### config.mk
export PLATFORM = sky130hd
export DESIGN_NAME = pe_dbuf
export DESIGN_NICKNAME = d
export VERILOG_FILES = /design/src/rtl/pe_dbuf.sv
export SDC_FILE = /design/constraint.sdc
export NUM_CORES = 1
export LEC_CHECK = 0
export BUFFER_PORTS_ARGS = -buffer_cell sky130_fd_sc_hd__buf_4
export CAP_MARGIN = 20
export CORE_MARGIN = 4
export CORE_UTILIZATION = 30
export DETAILED_ROUTE_END_ITERATION = 10
export GPL_TIMING_DRIVEN = 0
export SLEW_MARGIN = 20
export SYNTH_ARGS = -nofsm -noshare
export SYNTH_HDL_FRONTEND = slang
export SYNTH_SLANG_ARGS = --single-unit
### constraint.sdc
create_clock -name clk -period 7.3 [get_ports clk]
set_input_delay 0.365 -clock clk [delete_from_list [all_inputs] [get_ports clk]]
set_output_delay 0.365 -clock clk [all_outputs]
set_load 0.02 [all_outputs]
### src/rtl/pe_dbuf.sv
// pe_dbuf: systolic-array processing element with a double-buffered weight register.
//
// Weight-stationary (mode=0): each valid activation is multiplied by the active weight and
// added to the partial sum coming from above; the result moves down one row per cycle.
// Output-stationary (mode=1): products accumulate locally; a drain pulse emits the
// accumulator, and other cycles forward sum_in so drained values ripple down the column.
//
// Ports:
//   clk, reset_n                    clock, asynchronous active-low reset
//   enable                          global stall (low = all registers hold)
//   mode                            0 = WS, 1 = OS
//   weight_in/weight_load           shadow weight chain input and shift strobe
//   weight_swap                     copy shadow weight into the active weight
//   activ_in/activ_valid_in         activation from the left and its qualifier
//   sum_in/sum_valid_in             partial sum / drained value from above and qualifier
//   acc_clear, drain                OS accumulator controls
//   weight_out/weight_load_out      shadow weight and registered strobe, to PE below
//   activ_out/activ_valid_out       registered activation, to PE on the right
//   sum_out/sum_valid_out           result to PE below and its qualifier
//   ovf                             sticky overflow flag
//
// Build option: define PE_SAT_EN for saturating additions with a sticky ovf flag.
// Without it, additions wrap modulo 2^result_width and ovf is constant 0.

module pe_dbuf #(
  parameter int unsigned data_width   = 8,
  parameter int unsigned result_width = 32
) (
  input  logic                    clk,
  input  logic                    reset_n,
  input  logic                    enable,
  input  logic                    mode,
  input  logic [data_width-1:0]   weight_in,
  input  logic                    weight_load,
  input  logic                    weight_swap,
  input  logic [data_width-1:0]   activ_in,
  input  logic                    activ_valid_in,
  input  logic [result_width-1:0] sum_in,
  input  logic                    sum_valid_in,
  input  logic                    acc_clear,
  input  logic                    drain,
  output logic [data_width-1:0]   weight_out,
  output logic                    weight_load_out,
  output logic [data_width-1:0]   activ_out,
  output logic                    activ_valid_out,
  output logic [result_width-1:0] sum_out,
  output logic                    sum_valid_out,
  output logic                    ovf
);

  localparam int unsigned ProdWidth = 2 * data_width;

  logic [data_width-1:0]   r_shadow;
  logic [data_width-1:0]   r_active;
  logic [result_width-1:0] r_acc;
  logic                    r_last_mode;
  logic                    r_wload_out;
  logic [data_width-1:0]   r_activ_out;
  logic                    r_activ_valid_out;
  logic [result_width-1:0] r_sum_out;
  logic                    r_sum_valid_out;

  logic signed [ProdWidth-1:0]    w_op_a;
  logic signed [ProdWidth-1:0]    w_op_b;
  logic signed [ProdWidth-1:0]    w_prod_raw;
  logic signed [result_width-1:0] w_prod;
  logic [result_width-1:0]        w_sum_in_q;
  logic [result_width-1:0]        w_ws_sum;
  logic [result_width-1:0]        w_acc_sum;
  logic                           w_mode_chg;

  // Operands are sign-extended first so the product is exact in ProdWidth bits.
  assign w_op_a     = ProdWidth'($signed(activ_in));
  assign w_op_b     = ProdWidth'($signed(r_active));
  assign w_prod_raw = w_op_a * w_op_b;
  assign w_prod     = activ_valid_in ? result_width'(w_prod_raw) : '0;
  assign w_sum_in_q = sum_valid_in ? sum_in : '0;
  assign w_mode_chg = (mode != r_last_mode);

`ifdef PE_SAT_EN
  localparam logic [result_width-1:0] SatMax = {1'b0, {(result_width-1){1'b1}}};
  localparam logic [result_width-1:0] SatMin = {1'b1, {(result_width-1){1'b0}}};

  logic [result_width:0] w_ws_wide;
  logic [result_width:0] w_acc_wide;
  logic                  w_ws_clamp;
  logic                  w_acc_clamp;
  logic                  r_ovf;

  // One guard bit: the add overflowed when the guard and sign bits disagree.
  assign w_ws_wide   = {w_sum_in_q[result_width-1], w_sum_in_q} +
                       {w_prod[result_width-1], w_prod};
  assign w_acc_wide  = {r_acc[result_width-1], r_acc} + {w_prod[result_width-1], w_prod};
  assign w_ws_clamp  = w_ws_wide[result_width] ^ w_ws_wide[result_width-1];
  assign w_acc_clamp = w_acc_wide[result_width] ^ w_acc_wide[result_width-1];
  assign w_ws_sum    = w_ws_clamp ? (w_ws_wide[result_width] ? SatMin : SatMax)
                                  : w_ws_wide[result_width-1:0];
  assign w_acc_sum   = w_acc_clamp ? (w_acc_wide[result_width] ? SatMin : SatMax)
                                   : w_acc_wide[result_width-1:0];

  // Flag only clamps whose result is actually committed this cycle.
  always_ff @(posedge clk or negedge reset_n) begin
    if (!reset_n) begin
      r_ovf <= 1'b0;
    end else if (enable) begin
      if (!mode && w_ws_clamp) begin
        r_ovf <= 1'b1;
      end else if (mode && !w_mode_chg && (drain || !acc_clear) && w_acc_clamp) begin
        r_ovf <= 1'b1;
      end
    end
  end

  assign ovf = r_ovf;
`else
  assign w_ws_sum  = w_sum_in_q + w_prod;
  assign w_acc_sum = r_acc + w_prod;
  assign ovf       = 1'b0;
`endif

  always_ff @(posedge clk or negedge reset_n) begin
    if (!reset_n) begin
      r_shadow          <= '0;
      r_active          <= '0;
      r_acc             <= '0;
      r_last_mode       <= 1'b0;
      r_wload_out       <= 1'b0;
      r_activ_out       <= '0;
      r_activ_valid_out <= 1'b0;
      r_sum_out         <= '0;
      r_sum_valid_out   <= 1'b0;
    end else if (enable) begin
      r_wload_out <= weight_load;
      if (weight_load) begin
        r_shadow <= weight_in;
      end
      // Non-blocking: a simultaneous load leaves the old shadow in the active weight.
      if (weight_swap) begin
        r_active <= r_shadow;
      end
      r_activ_out       <= activ_in;
      r_activ_valid_out <= activ_valid_in;
      r_last_mode       <= mode;

      if (!mode) begin
        r_sum_out       <= w_ws_sum;
        r_sum_valid_out <= activ_valid_in;
        if (w_mode_chg) begin
          r_acc <= '0;
        end
      end else if (w_mode_chg) begin
        // Entering OS: start from a clean accumulator, ignore this cycle's drain/MAC.
        r_acc           <= '0;
        r_sum_out       <= sum_in;
        r_sum_valid_out <= sum_valid_in;
      end else if (drain) begin
        r_sum_out       <= w_acc_sum;
        r_sum_valid_out <= 1'b1;
        r_acc           <= '0;
      end else begin
        r_sum_out       <= sum_in;
        r_sum_valid_out <= sum_valid_in;
        if (acc_clear) begin
          r_acc <= w_prod;
        end else begin
          r_acc <= w_acc_sum;
        end
      end
    end
  end

  assign weight_out      = r_shadow;
  assign weight_load_out = r_wload_out;
  assign activ_out       = r_activ_out;
  assign activ_valid_out = r_activ_valid_out;
  assign sum_out         = r_sum_out;
  assign sum_valid_out   = r_sum_valid_out;

endmodule
==> results of run 1 <==
[through the flow]
stage | area [um2] | TNS [ns] | worst slack (ns) | hold slack (ns) | std cells
2_1_floorplan | 10180 | 0 | 0.2884 | 0.06941 | 1200
3_3_place_gp | 11520 | -16.94 | -0.8616 | 0.4581 | 1752
3_5_place_dp | 11530 | -4.972 | -0.4498 | 0.4650 | 1752
4_1_cts | 11880 | 0 | 0.02415 | 0.1567 | 1769
5_1_grt | 11940 | -0.1556 | -0.08632 | 0.1654 | 1767
6_report | 11940 | 0 | 0.3638 | 0.08251 | 1767
[logic make-up (layout without fill, tap and decap cells)]
kind of cell / count (synthesis) / after routing / share of synthesized area
xor gates and xnor gates: 56 / 56 / 0.04820
adders and majority gates: 149 / 149 / 0.2253
muxes: 35 / 35 / 0.03775
AOI/OAI and AO/OA: 319 / 319 / 0.2122
DFF: 92 / 92 / 0.2262
other: 1 / 1 / 0.0003685
and+or+nand+nor: 391 / 391 / 0.1917
buffers and inverters: 157 / 276 / 0.05828
[layer usage]
metal,track usage,part of all wire
met5,0,0.00040
met2,0.2866,0.46
met4,0.08036,0.046
met3,0.02963,0.050
met1,0.2359,0.44
[area by class of cell]
class,instances,area (um2)
plain buffers,43,165.2
clock buffers,11,242.7
clock inverters,5,60.06
fillers,3519,21590
inverters,112,436.7
multi-input cells,951,7376
flip-flops and latches,92,2308
well taps,448,560.5
repair buffers,104,784.5
repair inverters,1,8.758
[worst max-delay path, cell delays in order (launching register included)]
cell      delay, ns
dfrtp_2        0.49
and2_1         0.20
fa_1           0.53
inv_1          0.06
fa_1           0.52
inv_1          0.05
fa_1           0.47
inv_1          0.05
fa_1           0.47
inv_1          0.04
ha_1           0.30
o21ai_0        0.09
o21a_1         0.24
o311ai_4       0.31
a21o_1         0.21
nand3_4        0.23
inv_16         0.18
ha_1           0.30
and3_1         0.23
o31a_1         0.33
o41ai_4        0.29
o21ai_0        0.17
a211oi_2       0.27
o211ai_1       0.20
a211o_1        0.33
a41o_1         0.20
o31ai_1        0.06
[Yosys cell counts (4+ instances only)]
| cell type | number | area share |
|---|---|---|
| inv_1 | 111 | 0.041 |
| nand2_1 | 106 | 0.039 |
| dfrtp_1 | 92 | 0.23 |
| ha_1 | 92 | 0.11 |
| and2_1 | 80 | 0.049 |
| a21oi_1 | 78 | 0.038 |
| nor2_1 | 78 | 0.029 |
| o21ai_0 | 68 | 0.033 |
| fa_1 | 57 | 0.11 |
| clkbuf_1 | 43 | 0.016 |
| xnor2_1 | 40 | 0.034 |
| a21o_1 | 29 | 0.021 |
| nand3_1 | 28 | 0.014 |
| mux2_2 | 27 | 0.030 |
| nor2b_1 | 19 | 0.012 |
| nor3_1 | 19 | 0.0093 |
| o21a_1 | 16 | 0.012 |
| xor2_1 | 16 | 0.014 |
| nand2b_1 | 14 | 0.0086 |
| o21bai_1 | 14 | 0.010 |
| a31oi_1 | 13 | 0.0080 |
| and3_1 | 13 | 0.0080 |
| a211oi_1 | 9 | 0.0066 |
| a22o_1 | 8 | 0.0069 |
| a22oi_1 | 8 | 0.0059 |
| mux2i_1 | 8 | 0.0079 |
| a41oi_1 | 7 | 0.0060 |
| nand4_1 | 7 | 0.0043 |
| o211ai_1 | 7 | 0.0052 |
| or3_1 | 6 | 0.0037 |
| a211o_1 | 5 | 0.0043 |
| a221oi_1 | 5 | 0.0043 |
| or2_2 | 5 | 0.0031 |
| a21boi_0 | 4 | 0.0030 |
| o221ai_1 | 4 | 0.0034 |
| o31ai_1 | 4 | 0.0030 |
[sequential cells by signal (all words and copies together) (netlist names)]
| register | count |
|---|---|
| r_acc | 32 |
| sum_out | 32 |
| activ_out | 8 |
| r_active | 8 |
| weight_out | 8 |
| activ_valid_out | 1 |
| r_last_mode | 1 |
| sum_valid_out | 1 |
| weight_load_out | 1 |
[path summary, 6_finish.rpt]
path,start,endpoint,depth (start not counted)
setup / recovery,r_active[2],sum_out[31],26
hold / removal,reset_n,activ_out[0],1
setup reg to reg,r_active[2],sum_out[31],26
hold reg to reg,r_acc[19],r_acc[19],2
max in group asynchronous,reset_n,r_active[3],1
min in group clk,weight_in[4],weight_out[4],2
[timing repair]
| action | in CTS | in global routing |
|---|---|---|
| gates cloned | 1 | 0 |
| pin swaps | 0 | 3 |
| endpoints found under the setup margin | 24 | 22 |
| gates resized for setup | 6 | 25 |
==> flow_metrics.py, run 1 <==
metrics = {
    "global_routing": {
        "grt_usage": 0.1785,
        "grt_pass1_wl_mm": 51.89,
        "grt_pass1_vias": 9524,
        "grt_max_degree": 93,
        "antenna_found_initial": 1,
        "grt_overflow": 0,
    },
    "sta": {
        "fin_skew_ns": 0.01290,
        "fmax_ghz": 0.1442,
        "setup_violations": 0,
        "final_hold_viol_count": 0,
        "worstMarginPinSlew_ns": 0.9388,
        "slew-limit-headroom": 0.3741,
        "fin_crit_ns": 6.936,
        "period_share": 0.9502,
        "finalMaxSlewViolations": 0,
    },
    "finish": {
        "area_growth_pct": 17.36,
        "postLayoutCoreUtil": 0.3562,
        "antennaDiodeCount": 0,
        "layout.nets": 1521,
        "layout-drive-gt1-share": 0.1418,
        "mostFrequentLayoutCells": "inv_1 (110), nand2_1 (106), buf_4 (104)",
        "final_common_cell": "inv_1",
    },
    "worst_setup_path": {
        "path_max_fanout": 17,
        "required_ns": 7.58,
        "end_kind": "flop",
        "rrSetupSlack_ns": 0.36,
        "critPathLaunchType": "flop",
        "arrival_ns": 7.21,
        "crit_type": "reg -> reg",
    },
    "drt": {
        "dr.pass1.iters": 6,
        "wl_per_cell_um": 18.41,
        "viasPerCell": 5.280,
        "antenna_left": 0,
        "num_vias": 9329,
        "wl_mm": 32.54,
        "drt_iter0_drc": 785,
        "route.detailed.drc": 0,
    },
    "synth": {
        "synth_nets": 1407,
        "synth-seq-cells": 92,
        "synthFlopType": "dfrtp_1",
        "async_flop_share": 1.000,
        "ys_types": 74,
        "avgSynthCellArea_um2": 8.480,
        "synth_cells": 1200,
        "syn_area_um2": 10180,
        "synth_warnings": 0,
        "yosysSeqAreaShare": 0.2262,
        "synth_edf_count": 0,
    },
    "floorplan": {
        "rows": 67,
        "fp.dieW_um": 192.2,
        "dieArea_um2": 36930,
        "die_h_um": 192.2,
        "io_pins": 110,
        "initial_core_util": 0.3035,
        "core_area_um2": 33530,
    },
    "clocking": {
        "postCtsHoldBufs": 0,
        "cts_tree": "yes",
        "clkLatencyLatePin_ns": 0.37,
        "cts_inserted_buffers": 9,
        "cts_max_level": 3,
        "cts_setup_buffers": 0,
        "clock_sinks": 92,
        "path_clk_slew_ns": 0.08,
        "clockBufferDepth": 2,
        "cts-root-buf": "clkbuf_16",
    },
    "outcome": {
        "outcome": "completed",
    },
    "place": {
        "port_buffers": 104,
        "gp_congestion": 0.9318,
        "dp_hpwl_mm": 25.12,
    },
    "job": {
        "drv_cap": 0,
    },
    "hold_path": {
        "min_path_type": "in -> async",
    },
}
Power of run 1 is left out: the tool's default activity adds up to more than one toggle a clock period on the data nets, which glitch-free logic cannot reach.
==> inputs of run 2 (changes only) <==
--- a/config.mk
+++ b/config.mk
@@ -7,7 +7,7 @@
 export LEC_CHECK = 0
 export BUFFER_PORTS_ARGS = -buffer_cell sky130_fd_sc_hd__buf_4
 export CAP_MARGIN = 20
-export CORE_MARGIN = 4
+export CORE_MARGIN = 2
 export CORE_UTILIZATION = 30
 export DETAILED_ROUTE_END_ITERATION = 10
 export GPL_TIMING_DRIVEN = 0
==> constraint.sdc (replaced) <==
create_clock -name clk -period 7.3 [get_ports clk]
set_input_delay 0.365 -clock clk [delete_from_list [all_inputs] [get_ports clk]]
set_output_delay 0.365 -clock clk [all_outputs]
set_load 0.005 [all_outputs]
==> flow_metrics.py, run 2 (synthesis results as in run 1) <==
metrics = {
    "floorplan": {
        "dieArea_um2": 35410,
        "initial_core_util": 0.3042,
        "die_h_um": 188.2,
        "rows": 67,
        "io_pins": 110,
        "core_area_um2": 33450,
        "fp.dieW_um": 188.2,
    },
    "sta": {
        "final_hold_viol_count": 0,
        "final.setup.tns_ns": 0,
        "finalMaxSlewViolations": 0,
        "setup_violations": 0,
        "fin_skew_ns": 0.01516,
        "setup_slack_ns": 0.3119,
        "fmax_ghz": 0.1431,
        "fin_crit_ns": 6.988,
        "slew-limit-headroom": 0.3723,
        "worstMarginPinSlew_ns": 0.9416,
        "period_share": 0.9573,
    },
    "global_routing": {
        "grt_pass1_wl_mm": 51.25,
        "grt_overflow": 0,
        "grt_pass1_vias": 9279,
        "antenna_found_initial": 0,
        "grt_max_degree": 93,
        "grt_usage": 0.1845,
    },
    "finish": {
        "final-seq-area_um2": 2307,
        "multi_input_area_um2": 7373,
        "area_growth_pct": 17.36,
        "mostFrequentLayoutCells": "inv_1 (110), nand2_1 (106), buf_4 (106)",
        "postLayoutCoreUtil": 0.3570,
        "antennaDiodeCount": 0,
        "fillers": 3456,
        "layout-drive-gt1-share": 0.1423,
        "layout.nets": 1523,
        "final_common_cell": "inv_1",
        "stdcell_count": 1769,
    },
    "worst_setup_path": {
        "critical-path-top-delay-family": "compound AO/OA/AOI/OAI gates",
        "path_max_fanout": 17,
        "arrival_ns": 7.27,
        "crit_type": "reg -> reg",
        "critPathLaunchType": "flop",
        "required_ns": 7.58,
        "rrSetupSlack_ns": 0.31,
        "cpMaxStageDelayCell": "fa_1",
        "cp_num_buf_inv": 5,
        "cpPeakStageDelay_ns": 0.53,
        "end_kind": "flop",
    },
    "drt": {
        "antenna_left": 0,
        "num_vias": 9205,
        "viasPerCell": 5.204,
        "wl_mm": 31.91,
        "dr.pass1.iters": 5,
        "wl_per_cell_um": 18.04,
        "drt_iter0_drc": 600,
        "route.detailed.drc": 0,
    },
    "place": {
        "dp_hpwl_mm": 24.79,
        "gp_congestion": 0.8826,
        "dp_cells": 1752,
        "port_buffers": 104,
        "dp_slack_ns": -0.4233,
    },
    "clocking": {
        "cts_tree": "yes",
        "postCtsHoldBufs": 0,
        "cts-root-buf": "clkbuf_16",
        "clock_sinks": 92,
        "clockBufferDepth": 2,
        "cts_inserted_buffers": 9,
        "clkLatencyLatePin_ns": 0.37,
        "cts_max_level": 3,
        "path_clk_slew_ns": 0.08,
    },
    "hold_path": {
        "min_path_type": "in -> async",
    },
    "outcome": {
        "outcome": "completed",
    },
    "job": {
        "drv_cap": 0,
    },
}
## run 2: changes by cell type in the layout (fill, tap and decap cells not counted), sizes merged
cell,previous run,this run
clkinv,3,1
bufinv,1,0
clkbuf,52,51
inv,113,116
clkinvlp,1,2
buf,106,108
## run 2: metrics by stage
stage / hold WS [ns] / cell area (um2)
6_report: 0.09651 / 11940
4_1_cts: 0.1570 / 11860
5_1_grt: 0.1787 / 11940
2_1_floorplan: 0.06941 / 10180
3_5_place_dp: 0.4670 / 11530
3_3_place_gp: 0.4581 / 11520
## run 2: final cells by class
type	instances	area share
well taps	448	0.04694
clock inverters	6	0.004400
inverters	112	0.03656
multi-input cells	951	0.6174
repair buffers	106	0.06695
plain buffers	43	0.01383
flip-flops and latches	92	0.1932
repair inverters	1	0.0007334
clock buffers	10	0.02001
## run 2: worst paths after layout
path / from / endpoint / cells past startpoint
min in group clk: weight_in[0] / weight_out[0] / 2
min reg2reg: r_acc[16] / r_acc[16] / 2
max reg2reg: r_active[2] / sum_out[31] / 26
max: r_active[2] / sum_out[31] / 26
max in group asynchronous: reset_n / r_active[1] / 1
min: reset_n / activ_out[1] / 1
## run 2: layer usage
layer / part of all wire / track usage
met5: 0 / 0
met4: 0.037 / 0.07450
met3: 0.052 / 0.03390
met2: 0.47 / 0.3067
met1: 0.44 / 0.2364
## run 2: timing repair
action | 4_1_cts | 5_1_grt
gates cloned | 1 | 0
setup buffers | 0 | 2
resized for setup | 5 | 23
endpoints found under the setup margin | 22 | 23
pin swaps | 0 | 2
Power of run 2 is left out for the same reason.
==> inputs of run 3 (changes only) <==
==> constraint.sdc (replaced) <==
create_clock -name clk -period 5.8 [get_ports clk]
set_input_delay 0.29 -clock clk [delete_from_list [all_inputs] [get_ports clk]]
set_output_delay 0.29 -clock clk [all_outputs]
set_load 0.005 [all_outputs]
==> flow_metrics.py, run 3 (synthesis results as in run 1) <==
metrics = {
    "worst_setup_path": {
        "cpMostUsedCell": "fa_1",
        "end_kind": "flop",
        "required_ns": 6.08,
        "critical-path-top-delay-family": "adder cells",
        "startpoint": "r_active[2]",
        "arrival_ns": 6.90,
        "critPathLaunchType": "flop",
        "rrSetupSlack_ns": -0.82,
        "r2r_start": "r_active[2]",
        "path_max_fanout": 5,
        "cpPeakStageDelay_ns": 0.54,
        "cp_num_buf_inv": 6,
        "cpMaxStageDelayCell": "fa_1",
        "crit_type": "reg -> reg",
    },
    "sta": {
        "setup_violations": 37,
        "hold_ws_ns": 0.007758,
        "fmax_ghz": 0.1511,
        "final_hold_viol_count": 0,
        "period_share": 1.141,
        "grt_setup_unrepaired": "yes",
        "fin_skew_ns": 0.01344,
        "setup_slack_ns": -0.8203,
        "slew-limit-headroom": 0.3656,
        "finalMaxSlewViolations": 0,
        "worstMarginPinSlew_ns": 0.9515,
        "fin_crit_ns": 6.620,
    },
    "global_routing": {
        "antenna_found_initial": 1,
        "grt_pass1_wl_mm": 53.34,
        "grt_max_degree": 93,
        "grt_overflow": 0,
        "grt_pass1_vias": 9912,
        "grt_usage": 0.1914,
    },
    "drt": {
        "wl_per_cell_um": 18.57,
        "viasPerCell": 5.340,
        "drt_iter0_drc": 697,
        "antenna_left": 0,
        "dr.pass1.iters": 5,
        "route.detailed.drc": 0,
        "num_vias": 9868,
        "wl_mm": 34.32,
    },
    "floorplan": {
        "dieArea_um2": 35410,
        "die_h_um": 188.2,
        "initial_core_util": 0.3042,
        "fp.dieW_um": 188.2,
        "rows": 67,
        "core_area_um2": 33450,
        "io_pins": 110,
    },
    "clocking": {
        "cts_max_level": 3,
        "clockBufferDepth": 2,
        "path_clk_slew_ns": 0.08,
        "cts-root-buf": "clkbuf_16",
        "clkLatencyLatePin_ns": 0.37,
        "clock_sinks": 92,
        "cts_tree": "yes",
        "cts_inserted_buffers": 9,
    },
    "finish": {
        "mostFrequentLayoutCells": "buf_4 (163), nand2_1 (104), inv_1 (103)",
        "layout.nets": 1601,
        "layout-drive-gt1-share": 0.3124,
        "area_growth_pct": 36.32,
        "final_common_cell": "buf_4",
    },
    "outcome": {
        "outcome": "complete, but fails checks",
        "violations": "setup timing",
    },
    "place": {
        "gp_congestion": 0.9117,
        "dp_hpwl_mm": 24.96,
        "dp_slack_ns": -2.137,
        "port_buffers": 104,
    },
    "hold_path": {
        "min_path_type": "in -> async",
    },
    "job": {
        "drv_cap": 0,
    },
}
## run 3: area by class of cell
cell class,count,area (um2)
plain buffers,40,155.1
clock inverters,6,45.04
inverters,112,424.2
flip-flops and latches,92,2312
multi-input cells,951,8593
diodes,1,2.502
clock buffers,10,239.0
repair inverters,1,7.507
repair buffers,187,1533
fillers,3217,19580
well taps,448,560.5
## run 3: path summary, 6_finish.rpt
check | endpoint | cells after the start
setup / recovery | sum_out[31] | 27
hold / removal | activ_out[1] | 1
setup reg to reg | sum_out[31] | 27
hold reg to reg | r_acc[18] | 2
max in group asynchronous | r_active[1] | 1
min in group clk | weight_out[7] | 2
## run 3: stage by stage
step,util,area (um2),setup TNS (ns),cells
5_1_grt,0.4147,13870,-26.62,1848
3_3_place_gp,0.3484,11650,-53.85,1752
3_5_place_dp,0.3486,11660,-55.87,1752
2_1_floorplan,-,10310,-18.59,1200
4_1_cts,0.3978,13310,-14.84,1822
6_report,0.4147,13870,-16.95,1848
## run 3: worst reg2reg max path: stages, from the launching register on
cell and delay (ns):
dfrtp_2 0.44, and2_4 0.15, fa_1 0.54, inv_2 0.04, fa_1 0.52, inv_1 0.05, fa_1 0.48, inv_1 0.05
fa_1 0.49, inv_2 0.04, ha_4 0.27, o21ai_2 0.05, o21a_2 0.22, o311ai_4 0.34, nand3_2 0.15, nand3_4 0.11
clkinvlp_4 0.18, buf_6 0.19, ha_4 0.24, and3_4 0.18, o31a_1 0.33, o41ai_4 0.37, o21ai_2 0.09, a211oi_2 0.26
o211ai_1 0.19, a211o_1 0.29, a41o_1 0.21, o31ai_1 0.06
## run 3: repair_timing
item,4_1_cts,5_1_grt
pin swaps,95,65
gates cloned,1,0
buffers inserted,59,26
setup endpoints to repair,40,42
resized for setup,180,77
hold buffers,0,0
## run 3: per-layer routing
metal  track usage  vias up  part of all wire  wire (um)
li1              -     4571                 -          -
met4       0.06844        0             0.030       1042
met1        0.2450     4926              0.43      14750
met3       0.02682       71             0.047       1622
met2        0.3293      300              0.49      16910
met5             0        -                 0          0
Power of run 3 is left out for the same reason.
